File: config.mk
export PLATFORM = sky130hd
export DESIGN_NAME = aes_shift_rows_pipe
export DESIGN_NICKNAME = d
export VERILOG_FILES = /design/src/rtl/aes_pkg.sv /design/src/rtl/aes_pipe_slot.sv /design/src/rtl/aes_shift_rows_pipe.sv
export SDC_FILE = /design/constraint.sdc
export NUM_CORES = 1
export LEC_CHECK = 0
export CELL_PAD_IN_SITES_DETAIL_PLACEMENT = 0
export CELL_PAD_IN_SITES_GLOBAL_PLACEMENT = 1
export CORE_MARGIN = 1
export CORE_UTILIZATION = 34
export CTS_CLUSTER_DIAMETER = 150
export DETAILED_ROUTE_END_ITERATION = 8
export GPL_TIMING_DRIVEN = 0
export PLACE_DENSITY_LB_ADDON = 0.1
export SYNTH_ARGS = -nofsm -noshare
export SYNTH_HDL_FRONTEND = slang
export SYNTH_SLANG_ARGS = --single-unit
File: constraint.sdc
create_clock -name clk -period 3.3 [get_ports clk]
set_input_delay 0.66 -clock clk [delete_from_list [all_inputs] [get_ports clk]]
set_output_delay 0.66 -clock clk [all_outputs]
set_load 0.03 [all_outputs]
File: src/rtl/aes_pkg.sv
// -----------------------------------------------------------------------------
// aes_pkg
// Shared constants and helper functions for the Rijndael round datapath.
//   shift_off(nb, r)          : ShiftRows row offset C_r for an Nb-column block
//   shift_rows(state, nb, inv): ShiftRows (inv=0) / InvShiftRows (inv=1) on a
//                               state of up to MAX_BW bits, byte k at
//                               state[8k +: 8], column-major (k = 4*c + r).
// States narrower than MAX_BW occupy indices [0 : 32*nb-1]; the rest is ignored.
// -----------------------------------------------------------------------------
package aes_pkg;

  localparam int ROWS   = 4;
  localparam int BYTE_W = 8;
  localparam int MAX_NB = 8;
  localparam int MAX_BW = ROWS * BYTE_W * MAX_NB;

  // Row offsets: row 0 never moves; 256-bit blocks use the wider 3/4 spacing.
  function automatic logic [2:0] shift_off(input int nb, input int r);
    logic [2:0] off;
    case (r)
      32'sd0:  off = 3'd0;
      32'sd1:  off = 3'd1;
      32'sd2:  off = (nb == 32'sd8) ? 3'd3 : 3'd2;
      32'sd3:  off = (nb == 32'sd8) ? 3'd4 : 3'd3;
      default: off = 3'd0;
    endcase
    return off;
  endfunction

  // Pure byte rewiring; with a constant nb this folds to wires.
  function automatic logic [0:MAX_BW-1] shift_rows(input logic [0:MAX_BW-1] state,
                                                   input int nb, input logic inv);
    logic [0:MAX_BW-1] res;
    int                src;
    res = '0;
    for (int c = 0; c < MAX_NB; c++) begin
      for (int r = 0; r < ROWS; r++) begin
        if (c < nb) begin
          if (inv) src = (c - int'(shift_off(nb, r)) + nb) % nb;
          else     src = (c + int'(shift_off(nb, r))) % nb;
          res[BYTE_W*(ROWS*c + r) +: BYTE_W] = state[BYTE_W*(ROWS*src + r) +: BYTE_W];
        end
      end
    end
    return res;
  endfunction

endpackage

File: src/rtl/aes_pipe_slot.sv
// -----------------------------------------------------------------------------
// aes_pipe_slot
// One valid/ready register slot: holds a W-bit payload plus a valid bit.
//   clk, rst      : clock, synchronous active-high reset (valid and data to 0)
//   clr           : synchronous flush of the valid bit; payload is kept
//   up_valid/up_data/up_ready : upstream side
//   dn_valid/dn_data/dn_ready : downstream side (dn_* driven by registers)
// The slot can take a new payload when empty or when its content leaves this
// cycle, so a chain of slots sustains one transfer per cycle without bubbles.
// -----------------------------------------------------------------------------
module aes_pipe_slot #(
  parameter int W = 129
) (
  input  logic         clk,
  input  logic         rst,
  input  logic         clr,
  input  logic         up_valid,
  input  logic [W-1:0] up_data,
  output logic         up_ready,
  output logic         dn_valid,
  output logic [W-1:0] dn_data,
  input  logic         dn_ready
);

  logic         v_q, v_d;
  logic [W-1:0] data_q, data_d;

  assign up_ready = ~v_q | dn_ready;
  assign dn_valid = v_q;
  assign dn_data  = data_q;

  // Next-state: flush drops the valid bit; payload only loads on an accept,
  // which keeps the output stable while stalled.
  always_comb begin
    v_d    = v_q;
    data_d = data_q;
    if (clr) begin
      v_d = 1'b0;
    end else if (up_ready) begin
      v_d = up_valid;
      if (up_valid) data_d = up_data;
      else          data_d = data_q;
    end else begin
      v_d = v_q;
    end
  end

  // Slot register.
  always_ff @(posedge clk) begin
    if (rst) begin
      v_q    <= 1'b0;
      data_q <= '0;
    end else begin
      v_q    <= v_d;
      data_q <= data_d;
    end
  end

endmodule

File: src/rtl/aes_shift_rows_pipe.sv
// -----------------------------------------------------------------------------
// aes_shift_rows_pipe
// Rijndael ShiftRows / InvShiftRows stage with per-block mode and a STAGES-deep
// valid/ready pipeline.
//   clk, rst             : clock, synchronous active-high reset
//   flush                : drop all in-flight blocks (data and blk_cnt kept)
//   in_valid/in_ready    : input handshake; in_ready is 0 during rst or flush
//   in_inv, in_data      : mode (1 = inverse) and state, byte k = in_data[8k +: 8]
//   out_valid/out_ready  : output handshake, out_valid from registers
//   out_inv, out_data    : mode and permuted state of the output block
//   busy                 : some slot holds a valid block
//   blk_cnt              : delivered-block count, wraps
// The permutation is applied before slot 0; later slots just carry payload.
// -----------------------------------------------------------------------------
module aes_shift_rows_pipe
  import aes_pkg::*;
#(
  parameter int NB     = 4,
  parameter int STAGES = 1,
  parameter int CNT_W  = 32
) (
  input  logic              clk,
  input  logic              rst,
  input  logic              flush,
  input  logic              in_valid,
  output logic              in_ready,
  input  logic              in_inv,
  input  logic [0:32*NB-1]  in_data,
  output logic              out_valid,
  input  logic              out_ready,
  output logic              out_inv,
  output logic [0:32*NB-1]  out_data,
  output logic              busy,
  output logic [CNT_W-1:0]  blk_cnt
);

  localparam int BW = ROWS * BYTE_W * NB;
  localparam int W  = BW + 1;

  if (!(NB == 4 || NB == 6 || NB == 8)) begin : g_bad_nb
    $error("aes_shift_rows_pipe: NB must be 4, 6 or 8");
  end
  if (STAGES < 1 || STAGES > 4) begin : g_bad_stages
    $error("aes_shift_rows_pipe: STAGES must be 1..4");
  end

  logic [0:BW-1]      perm_s;
  logic               v_s [0:STAGES];
  logic               r_s [0:STAGES];
  logic [W-1:0]       d_s [0:STAGES];
  logic               busy_s;
  logic [CNT_W-1:0]   blk_cnt_q, blk_cnt_d;

  // Byte rewiring. The block is left-aligned into the MAX_BW-wide helper
  // (index 0 is the MSB) and the result is right-shifted back down.
  always_comb begin
    perm_s = BW'(shift_rows(MAX_BW'(in_data) << (MAX_BW - BW), NB, in_inv) >> (MAX_BW - BW));
  end

  assign v_s[0]      = in_valid;
  assign d_s[0]      = {in_inv, perm_s};
  assign r_s[STAGES] = out_ready;

  for (genvar i = 0; i < STAGES; i++) begin : g_slot
    aes_pipe_slot #(.W(W)) u_slot (
      .clk      (clk),
      .rst      (rst),
      .clr      (flush),
      .up_valid (v_s[i]),
      .up_data  (d_s[i]),
      .up_ready (r_s[i]),
      .dn_valid (v_s[i+1]),
      .dn_data  (d_s[i+1]),
      .dn_ready (r_s[i+1])
    );
  end

  // Any slot occupied.
  always_comb begin
    busy_s = 1'b0;
    for (int i = 1; i <= STAGES; i++) busy_s = busy_s | v_s[i];
  end

  assign in_ready  = r_s[0] & ~flush & ~rst;
  assign out_valid = v_s[STAGES];
  assign out_inv   = d_s[STAGES][W-1];
  assign out_data  = d_s[STAGES][BW-1:0];
  assign busy      = busy_s;
  assign blk_cnt   = blk_cnt_q;

  // Count delivered blocks; a flush cycle counts nothing.
  always_comb begin
    blk_cnt_d = blk_cnt_q;
    if (!flush && out_valid && out_ready) blk_cnt_d = blk_cnt_q + CNT_W'(1);
    else                                  blk_cnt_d = blk_cnt_q;
  end

  // Counter register.
  always_ff @(posedge clk) begin
    if (rst) blk_cnt_q <= '0;
    else     blk_cnt_q <= blk_cnt_d;
  end

endmodule

==> flow_summary_export.csv <==
group,metric,value,unit
status,status,"finished clean",
grt,antenna_found_initial,0,
synth,synth_top_flop_cell,"dfxtp_1",
critical_path,worstPathMaxFanout,10,
routing,drc,0,
synth,synth.net_count,1016,
cts,h-tree-depth,4,
synth,ys_ff_latch,162,
cts,numCtsBuffers,17,
place,place.gp.congestion,0.737,
cts,clk_latency,0.42,ns
pwr,p_leak,4.42,nW
sta,max_freq,0.355,GHz
pwr,powerDensity,444,nW/um2
floorplanning,die_x,151,um
cts,cts_buffer_depth,2,
sta,finalHoldViolations,0,
final_layout,fin_nets,1331,
place,dp_hpwl,16900,um
synth,yosys.area.top_type,"dfxtp_1",
final_layout,final_layout_size_suffix_gt1_share,14.1,%
critical_path,worst-setup-path-type,"primary input to output pin",
synth,synthesis.area,7510,um2
synth,synth_edf_count,0,
final_layout,regArea,3240,um2
synth,syn_avg_cell_area,8.52,um2
min_path,hold_class,"flip-flop to flip-flop",
critical_path,cp.arrival,2.16,ns
synth,synthTopCellsByCount,"dfxtp_1, nand2_1, buf_4",
cts,cts-root-buf,"clkbuf_16",
final_layout,fillCellCount,2125,
routing,routed_wirelength,22600,um
final_layout,multi_input_area,3050,um2
cts,clk_pin_slew,0.06,ns
critical_path,startpoint_type,"primary input",
floorplanning,core_area,21800,um2
cts,postCtsSetupRepairBufs,0,
sta,relSlewSlack,45.0,%
sta,setup_ws,0.481,ns
sta,finalClockSkew,0.0141,ns
sta,final_max_slew_viol_count,0,
synth,synthCells,881,
floorplanning,fp-row-count,54,
grt,grt_overflow,0,
grt,grt_pass1_vias,6481,
grt,grt_max_degree,17,
routing,viasPerCell,4.62,
place,place_ws,-0.225,ns
sta,rsz0062_at_grt,"no",
cts,cts_tree,"yes",
routing,drt_pass1_iterations,4,
place,io_buffers,296,
critical_path,required,2.64,ns
flow_run,cap_violations,0,
routing,wl_per_cell,15.2,um
synth,synth_area_leaders,"dfxtp_1, buf_4, mux2i_1, nand2_1, a211oi_1",
sta,worstMarginPinSlew,0.825,ns
synth,async_reset_ff_share,0,%
sta,setup_violations,0,
grt,grt_usage,19.7,%
critical_path,crit_path_end_kind,"output pin",
final_layout,area_growth,52.1,%
floorplanning,dieArea,22700,um2
synth,yosysMostFrequentCell,"dfxtp_1",
floorplanning,io_pins,298,
sta,finalCritPeriodShare,85.4,%
synth,synth_top_area_share,43.2,%
routing,ant_nets,0,
sta,hold_ws,0.452,ns
synth,yosysSeqAreaShare,43.2,%
routing,drt_iter0_markers,168,
synth,ys_warn_count,0,
floorplanning,die_y,151,um
grt,grt_pass1_wl,34100,um
pwr,ir_worst_vdd,0.303,mV
place,place_inst,1457,
floorplanning,start_util,34.5,%
cts,numClockSinks,162,
routing,vias,6889,
synth,yosysUniqueCellTypes,34,
final_layout,instances_no_fill,1490,
sta,period_minus_slack,2.82,ns
layout make-up:
type                    instances  area share (%)
well taps                     280            3.07
diodes                          1          0.0219
clock inverters                13            1.33
repair buffers                296            26.0
clock buffers                  19            3.88
inverters                       5           0.164
multi-input cells             526            26.7
plain buffers                 188            10.5
flip-flops and latches        162            28.4
path summary, 6_finish.rpt:
check	to	startpoint	cells past startpoint	slack, ns
worst min-delay path	g_slot[0].u_slot.dn_data[45]	g_slot[0].u_slot.dn_data[45]	2	0.45
worst min register to register	g_slot[0].u_slot.dn_data[45]	g_slot[0].u_slot.dn_data[45]	2	0.45
worst max-delay path	in_ready	rst	5	0.48
worst max register to register	g_slot[0].u_slot.dn_data[17]	g_slot[0].u_slot.dn_valid	6	0.86
where the power goes:
part / total, mW / switching [mW] / internal, mW
sequential: 2.09 / 0.0455 / 2.05
clock: 2.00 / 0.854 / 1.15
combinational: 0.979 / 0.482 / 0.497
total: 5.08 / 1.38 / 3.69
through the flow:
| stage | utilization (%) | power, mW | cell area, um2 | setup TNS [ns] |
|---|---|---|---|---|
| global placement | 49.7 | 3.12 | 10800 | -0.232 |
| finish | 52.5 | 5.08 | 11400 | 0 |
| CTS | 52.5 | 5.15 | 11400 | 0 |
| floorplan | - | 2.68 | 7510 | 0 |
| global route | 52.5 | 5.29 | 11400 | 0 |
| detailed placement | 49.7 | 3.13 | 10800 | -0.225 |
per-layer routing:
metal  share of wire, %  vias up  GRT usage [%]  wire length [um]
li1                   -     3532              -                 -
met5                  0        -              0                 0
met1                 42     3145           23.4              9520
met2                 48      199           32.9             10800
met4                1.0        0           5.05               234
met3                8.9       13           7.88              2010
cells by family (layout without fill, tap and decap cells):
logic type | count (synthesis) | count (layout) | share of synthesized area, %
AOI/OAI and AO/OA | 169 | 169 | 13.8
xor gates and xnor gates | 9 | 9 | 1.05
adders and majority gates | 1 | 1 | 0.167
buffers and inverters | 193 | 521 | 16.2
DFF | 162 | 162 | 43.2
muxes | 67 | 67 | 8.97
other | 0 | 1 | 0
and+or+nand+nor | 280 | 280 | 16.6
cells in the final DEF, fill, tap and decap left out, types with 3 or more instances in the layout:
cell type,synthesis,layout
clkdlybuf4s50_1,0,295
dfxtp_1,162,162
nand2_1,139,139
buf_4,129,129
a21oi_1,85,85
nor2_1,78,78
mux2i_1,65,65
a211oi_1,64,64
clkbuf_1,53,52
clkbuf_16,0,17
or4_1,15,15
o31ai_1,13,13
nand3_1,10,10
nand4_1,9,9
or3_1,8,8
o21ai_0,7,7
inv_1,5,5
xor2_1,5,5
nor3_1,4,4
xnor2_1,4,4
buf_1,3,3
and4_1,3,3
clkinvlp_4,0,3
clkinv_4,0,3
inv_6,0,3
critical path, cell delays in order:
cell and delay (ns):
clkdlybuf4s50_1 0.44, clkbuf_2 0.24, clkbuf_2 0.26, nor3_1 0.19
dlymetal6s2s_1 0.37
state kept, by name (all words and copies together), names as in the netlist:
signal and flops:
g_slot.u_slot.dn_valid 1, blk_cnt 32, g_slot.u_slot.dn_data 129
what timing repair did:
| action | 4_1_cts | 5_1_grt |
|---|---|---|
| resized for setup | 2 | 1 |
| cloned | 0 | 0 |
| setup endpoints to repair | 1 | 1 |
| hold buffers | 0 | 0 |
(Power assumes the default switching activity.)
